==> config.mk <==
export PLATFORM = sky130hd
export DESIGN_NAME = uart_tx_scheduler
export DESIGN_NICKNAME = d
export VERILOG_FILES = /design/src/rtl/uart_pkg.sv /design/src/rtl/rr_arbiter.sv /design/src/rtl/uart_tx_scheduler.sv
export SDC_FILE = /design/constraint.sdc
export NUM_CORES = 1
export LEC_CHECK = 0
export ABC_AREA = 1
export CAP_MARGIN = 20
export CORE_MARGIN = 2
export CORE_UTILIZATION = 40
export DETAILED_ROUTE_END_ITERATION = 8
export PLACE_DENSITY = 0.67
export SYNTH_ARGS = -nofsm -noshare
export SYNTH_HDL_FRONTEND = slang
export SYNTH_SLANG_ARGS = --single-unit
==> constraint.sdc <==
create_clock -name clk -period 4.2 [get_ports clk]
set_input_delay 1.26 -clock clk [delete_from_list [all_inputs] [get_ports clk]]
set_output_delay 1.26 -clock clk [all_outputs]
set_load 0.01 [all_outputs]
==> src/rtl/uart_pkg.sv <==
// Shared definitions for the UART transmit scheduler.
// FSM encoding, default sizes and frame length.
package uart_pkg;

   localparam int NUM_REQ_DEF   = 4;
   localparam int DATA_BITS_DEF = 8;

   // start + payload + stop, no parity
   localparam int FRAME_BITS = DATA_BITS_DEF + 2;

   typedef enum logic [2:0] {
      ST_IDLE  = 3'd0,
      ST_ARM   = 3'd1,
      ST_START = 3'd2,
      ST_DATA  = 3'd3,
      ST_STOP  = 3'd4
   } state_e;

endpackage

==> src/rtl/rr_arbiter.sv <==
// Round-robin arbiter: scans upward from ptr_i, wrapping,
// and returns the first requester as one-hot plus index.
module rr_arbiter #(
   parameter int N = 4,
   parameter int W = 2
) (
   input  logic [N-1:0] req_i,
   input  logic [W-1:0] ptr_i,
   output logic [N-1:0] gnt_o,
   output logic [W-1:0] idx_o,
   output logic         vld_o
);

   // first active request at or after the pointer wins
   always_comb begin
      int j;
      logic [W-1:0] jw;
      gnt_o = '0;
      idx_o = '0;
      vld_o = 1'b0;
      j     = 0;
      jw    = '0;
      for (int k = 0; k < N; k++) begin
         j = int'(ptr_i) + k;
         if (j >= N) j = j - N;
         jw = W'(j);
         if (!vld_o && req_i[jw]) begin
            gnt_o[jw] = 1'b1;
            idx_o     = jw;
            vld_o     = 1'b1;
         end
      end
   end

endmodule

==> src/rtl/uart_tx_scheduler.sv <==
// Shared UART transmitter: round-robin picks a requester,
// then one 8N1-style frame is serialised on baud ticks.
module uart_tx_scheduler
   import uart_pkg::*;
#(
   parameter int NUM_REQ   = NUM_REQ_DEF,
   parameter int DATA_BITS = DATA_BITS_DEF
) (
   input  logic                          clk,
   input  logic                          reset,
   input  logic                          tx_enb,
   input  logic [NUM_REQ-1:0]            req,
   input  logic [NUM_REQ*DATA_BITS-1:0]  req_data,
   output logic [NUM_REQ-1:0]            gnt,
   output logic                          tx,
   output logic                          busy,
   output logic [$clog2(NUM_REQ)-1:0]    owner
);

   localparam int IDX_W = $clog2(NUM_REQ);
   localparam int CNT_W = $clog2(DATA_BITS);
   localparam logic [CNT_W-1:0] CNT_LAST = CNT_W'(DATA_BITS - 1);
   localparam logic [IDX_W-1:0] IDX_LAST = IDX_W'(NUM_REQ - 1);

   state_e                 state_q, state_d;
   logic                   tx_q, tx_d;
   logic [DATA_BITS-1:0]   shreg_q, shreg_d;
   logic [CNT_W-1:0]       cnt_q, cnt_d;
   logic [IDX_W-1:0]       ptr_q, ptr_d;
   logic [IDX_W-1:0]       owner_q, owner_d;
   logic [NUM_REQ-1:0]     gnt_q, gnt_d;

   logic [NUM_REQ-1:0]     win;
   logic [IDX_W-1:0]       win_idx;
   logic                   win_vld;
   logic [DATA_BITS-1:0]   pay [NUM_REQ];

   for (genvar g = 0; g < NUM_REQ; g++) begin : g_pay
      assign pay[g] = req_data[g*DATA_BITS +: DATA_BITS];
   end

   rr_arbiter #(
      .N (NUM_REQ),
      .W (IDX_W)
   ) u_arb (
      .req_i (req),
      .ptr_i (ptr_q),
      .gnt_o (win),
      .idx_o (win_idx),
      .vld_o (win_vld)
   );

   // next-state: grant in IDLE, then one line change per tick;
   // the tick landing in the grant-pulse cycle is ignored in ARM
   always_comb begin
      state_d = state_q;
      tx_d    = tx_q;
      shreg_d = shreg_q;
      cnt_d   = cnt_q;
      ptr_d   = ptr_q;
      owner_d = owner_q;
      gnt_d   = '0;
      unique case (state_q)
         ST_IDLE: begin
            if (win_vld) begin
               gnt_d   = win;
               shreg_d = pay[win_idx];
               owner_d = win_idx;
               ptr_d   = (win_idx == IDX_LAST) ? '0 : win_idx + 1'b1;
               state_d = ST_ARM;
            end
         end
         ST_ARM: begin
            if (tx_enb && gnt_q == '0) begin
               tx_d    = 1'b0;
               state_d = ST_START;
            end
         end
         ST_START: begin
            if (tx_enb) begin
               tx_d    = shreg_q[0];
               cnt_d   = '0;
               state_d = ST_DATA;
            end
         end
         ST_DATA: begin
            if (tx_enb) begin
               if (cnt_q == CNT_LAST) begin
                  tx_d    = 1'b1;
                  state_d = ST_STOP;
               end else begin
                  shreg_d = shreg_q >> 1;
                  tx_d    = shreg_q[1];
                  cnt_d   = cnt_q + 1'b1;
               end
            end
         end
         ST_STOP: begin
            if (tx_enb) begin
               tx_d    = 1'b1;
               state_d = ST_IDLE;
            end
         end
         default: begin
            tx_d    = 1'b1;
            state_d = ST_IDLE;
         end
      endcase
   end

   // state registers; reset aborts any frame with the line idle
   always_ff @(posedge clk or posedge reset) begin
      if (reset) begin
         state_q <= ST_IDLE;
         tx_q    <= 1'b1;
         shreg_q <= '0;
         cnt_q   <= '0;
         ptr_q   <= '0;
         owner_q <= '0;
         gnt_q   <= '0;
      end else begin
         state_q <= state_d;
         tx_q    <= tx_d;
         shreg_q <= shreg_d;
         cnt_q   <= cnt_d;
         ptr_q   <= ptr_d;
         owner_q <= owner_d;
         gnt_q   <= gnt_d;
      end
   end

   assign gnt   = gnt_q;
   assign tx    = tx_q;
   assign owner = owner_q;
   assign busy  = (state_q != ST_IDLE);

endmodule

==> out/qor.yml <==
r2r_slack_ns: 1.52
slowest_stage: "clkdlybuf4s50_1"
grt_pass1_vias: 1780
initial_core_util_pct: 41.43
synth-xor-area-share_pct: 0
worstPathArrival_ns: 1.95
p_leak_uw: 0.001299
root_buffer: "clkbuf_8"
drc_errors: 0
antenna_found_initial: 0
synthSimpleGateAreaFrac_pct: 42.84
slowest_delay_ns: 0.49
cts-resized-gates: 0
synth.cell_area_um2: 1957
synth_top_family_by_area: "simple AND/OR/NAND/NOR gates"
synth_cell_type_count: 33
cp.required_ns: 2.94
synth-edff-count: 0
diodes: 0
final_util_pct: 52.85
die_w_um: 73.95
postCtsSetupBuffers: 0
finalSetupTns_ns: 0
whs_ns: 0.4912
clkLatencyLatePin_ns: 0.26
wl_mm: 4.334
setup_violations: 0
final_common_cell: "nand2_1"
die_area_um2: 5468
drt_iter0_markers: 64
final_cell_area_um2: 2496
ir_worst_vdd_v: 0.0004023
muxShareOfSynthArea_pct: 0
min_to: "shreg_q[3]$_DFFE_PP0P_"
dr.pass1.iters: 4
cts.path.max_buffers: 2
hpwl_mm: 3.408
drv_slew: 0
grt_pass1_wl_mm: 7.541
synth-async-reset-ratio_pct: 100.0
grt_use_total_pct: 17.13
timing.rr.start: "ptr_q[0]$_DFFE_PP0P_"
cts_tree: "done"
cp_top_family: "simple AND/OR/NAND/NOR gates"
vias: 1907
status: "finished clean"
drive_gt1_share_pct: 8.211
grt_max_degree: 24
clk_pin_slew_ns: 0.07
routedWlPerCell_um: 10.62
fmax_ghz: 0.3119
dieHeight_um: 73.95
maxSlewHeadroom_pct: 44.82
start_kind: "register"
io_pins: 47
hold-path-cell-count: 2
port_buffers: 46
row_count: 25
path_buf_inv: 3
critPathMaxFanout: 9
worstReg2RegEnd: "shreg_q[7]$_DFFE_PP0P_"
ys_warn_count: 0
cts.sinks: 23
netlist_instances: 297
place_congestion: 0.8776
ys_ff_latch: 23
tightestPinTransition_ns: 0.8268
period_share_pct: 76.35
power-per-cell-area_nw_per_um2: 790.2
tritoncts.num_buffers: 3
synth_ff_type: "dfrtp_1"
synth_nets: 345
hp-class: "register to register"
grt_overflow: 0
antenna_left: 0
cp-end-kind: "primary output"
hold_viol: 0
min-delay-start: "shreg_q[3]$_DFFE_PP0P_"
avgSynthCellArea_um2: 6.589
path_class: "register to primary output"
hold_buffers: 0
final_cell_mix: "nand2_1, inv_1, clkdlybuf4s50_1"
clock_skew_ns: 0.002509
area_delta_synth_final_pct: 27.56
coreArea_um2: 4723
synth_compound_area_share_pct: 8.951
min_period_ns: 3.207
cts_max_level: 1
seq_area_frac_synth_pct: 29.48
synthAdderAreaFrac_pct: 5.754
rsz0062_at_grt: "no"
postPlaceCellArea_um2: 2451
crit_chain: "nor2_1 > inv_1 > nor2_1 > inv_1 > clkdlybuf4s50_1"
num-nets-final: 390
via_per_inst: 4.674
r2r_cells: 13
cap_viol_max_count: 0
[Yosys cell counts (2+ instances only)]
master / count / area [µm²]
nand3_2: 4 / 40.04
inv_2: 4 / 15.01
o21ai_0: 11 / 55.05
nand2_1: 84 / 315.3
nor2_2: 3 / 18.77
o2111ai_1: 2 / 17.52
a31oi_1: 2 / 12.51
ha_1: 9 / 112.6
inv_1: 48 / 180.2
nor2_1: 30 / 112.6
nand3_1: 37 / 185.2
buf_6: 3 / 33.78
a21oi_1: 5 / 25.02
nand4_1: 3 / 18.77
nand2_4: 4 / 45.04
dfrtp_1: 22 / 550.5
nand3b_1: 6 / 45.04
o21ai_1: 2 / 10.01
nand2_2: 4 / 25.02
[state kept, by name, indices dropped and copies added (netlist names)]
name	flops
shreg_q	8
gnt	4
cnt_q	3
state_q	3
owner	2
ptr_q	2
tx	1
[worst max-delay path by stage]
stage / start / to / slack, ns / cells past startpoint
finish: state_q[0]$_DFFE_PP0P_ / busy / 0.99 / 5
global route: state_q[0]$_DFFE_PP0P_ / busy / 0.92 / 5
CTS: state_q[0]$_DFFE_PP0P_ / busy / 1.0 / 5
detailed placement: req[2] / shreg_q[7]$_DFFE_PP0P_ / 0.93 / 12
global placement: req[3] / shreg_q[7]$_DFFE_PP0P_ / 0.93 / 13
floorplan: req[1] / shreg_q[4]$_DFFE_PP0P_ / 1.79 / 13
[through the flow]
step           total power (µW)  instances  setup slack (ns)
5_1_grt                    2219        408            0.9186
2_1_floorplan              1554        297             1.788
3_5_place_dp               1842        404            0.9296
4_1_cts                    1980        408            0.9984
3_3_place_gp               1827        404            0.9292
6_report                   1973        408            0.9934
[per-layer routing]
layer / global-route usage [%] / share of wire, % / wire length, µm / vias to the layer above
met5: 0 / 0 / 0 / -
met4: 4.848 / 1.2 / 52 / 0
met3: 1.897 / 4.8 / 207 / 5
met2: 28.67 / 43 / 1850 / 45
met1: 23.50 / 51 / 2223 / 831
li1: - / - / - / 1026
[cell families (layout without fill, tap and decap cells)]
| family | count (synthesis) | after routing |
|---|---|---|
| compound gates | 28 | 28 |
| flops | 23 | 23 |
| buf+inv | 59 | 103 |
| simple gates | 178 | 178 |
| fa+ha+maj | 9 | 9 |
[cell type report]
cell class	instances	area, µm²
fillers	475	2227
multi-input cells	215	1126
flip-flops and latches	23	576.8
inverters	53	203.9
repair buffers	46	460.4
clock buffers	4	45.04
well taps	67	83.83
[power breakdown]
| group | leakage, µW | internal, µW | switching [µW] |
|---|---|---|---|
| registers | 0.000289 | 329 | 93.1 |
| logic | 0.000988 | 509 | 910 |
| clock network | 0.0000228 | 67.6 | 63.9 |
| total | 0.00130 | 905 | 1070 |
[worst register-to-register path, stage by stage (launching register included)]
cell and delay (ns):
dfrtp_1 0.70, inv_6 0.11, ha_1 0.40, inv_1 0.11
nand3_2 0.10, nand2_4 0.08, a21oi_2 0.16, nand2_2 0.20
nand2_4 0.28, inv_1 0.12, nand2_1 0.07, nand3_1 0.07
nand3_1 0.12, nand2_1 0.06
Note: power is estimated with default switching activity, not from simulation.
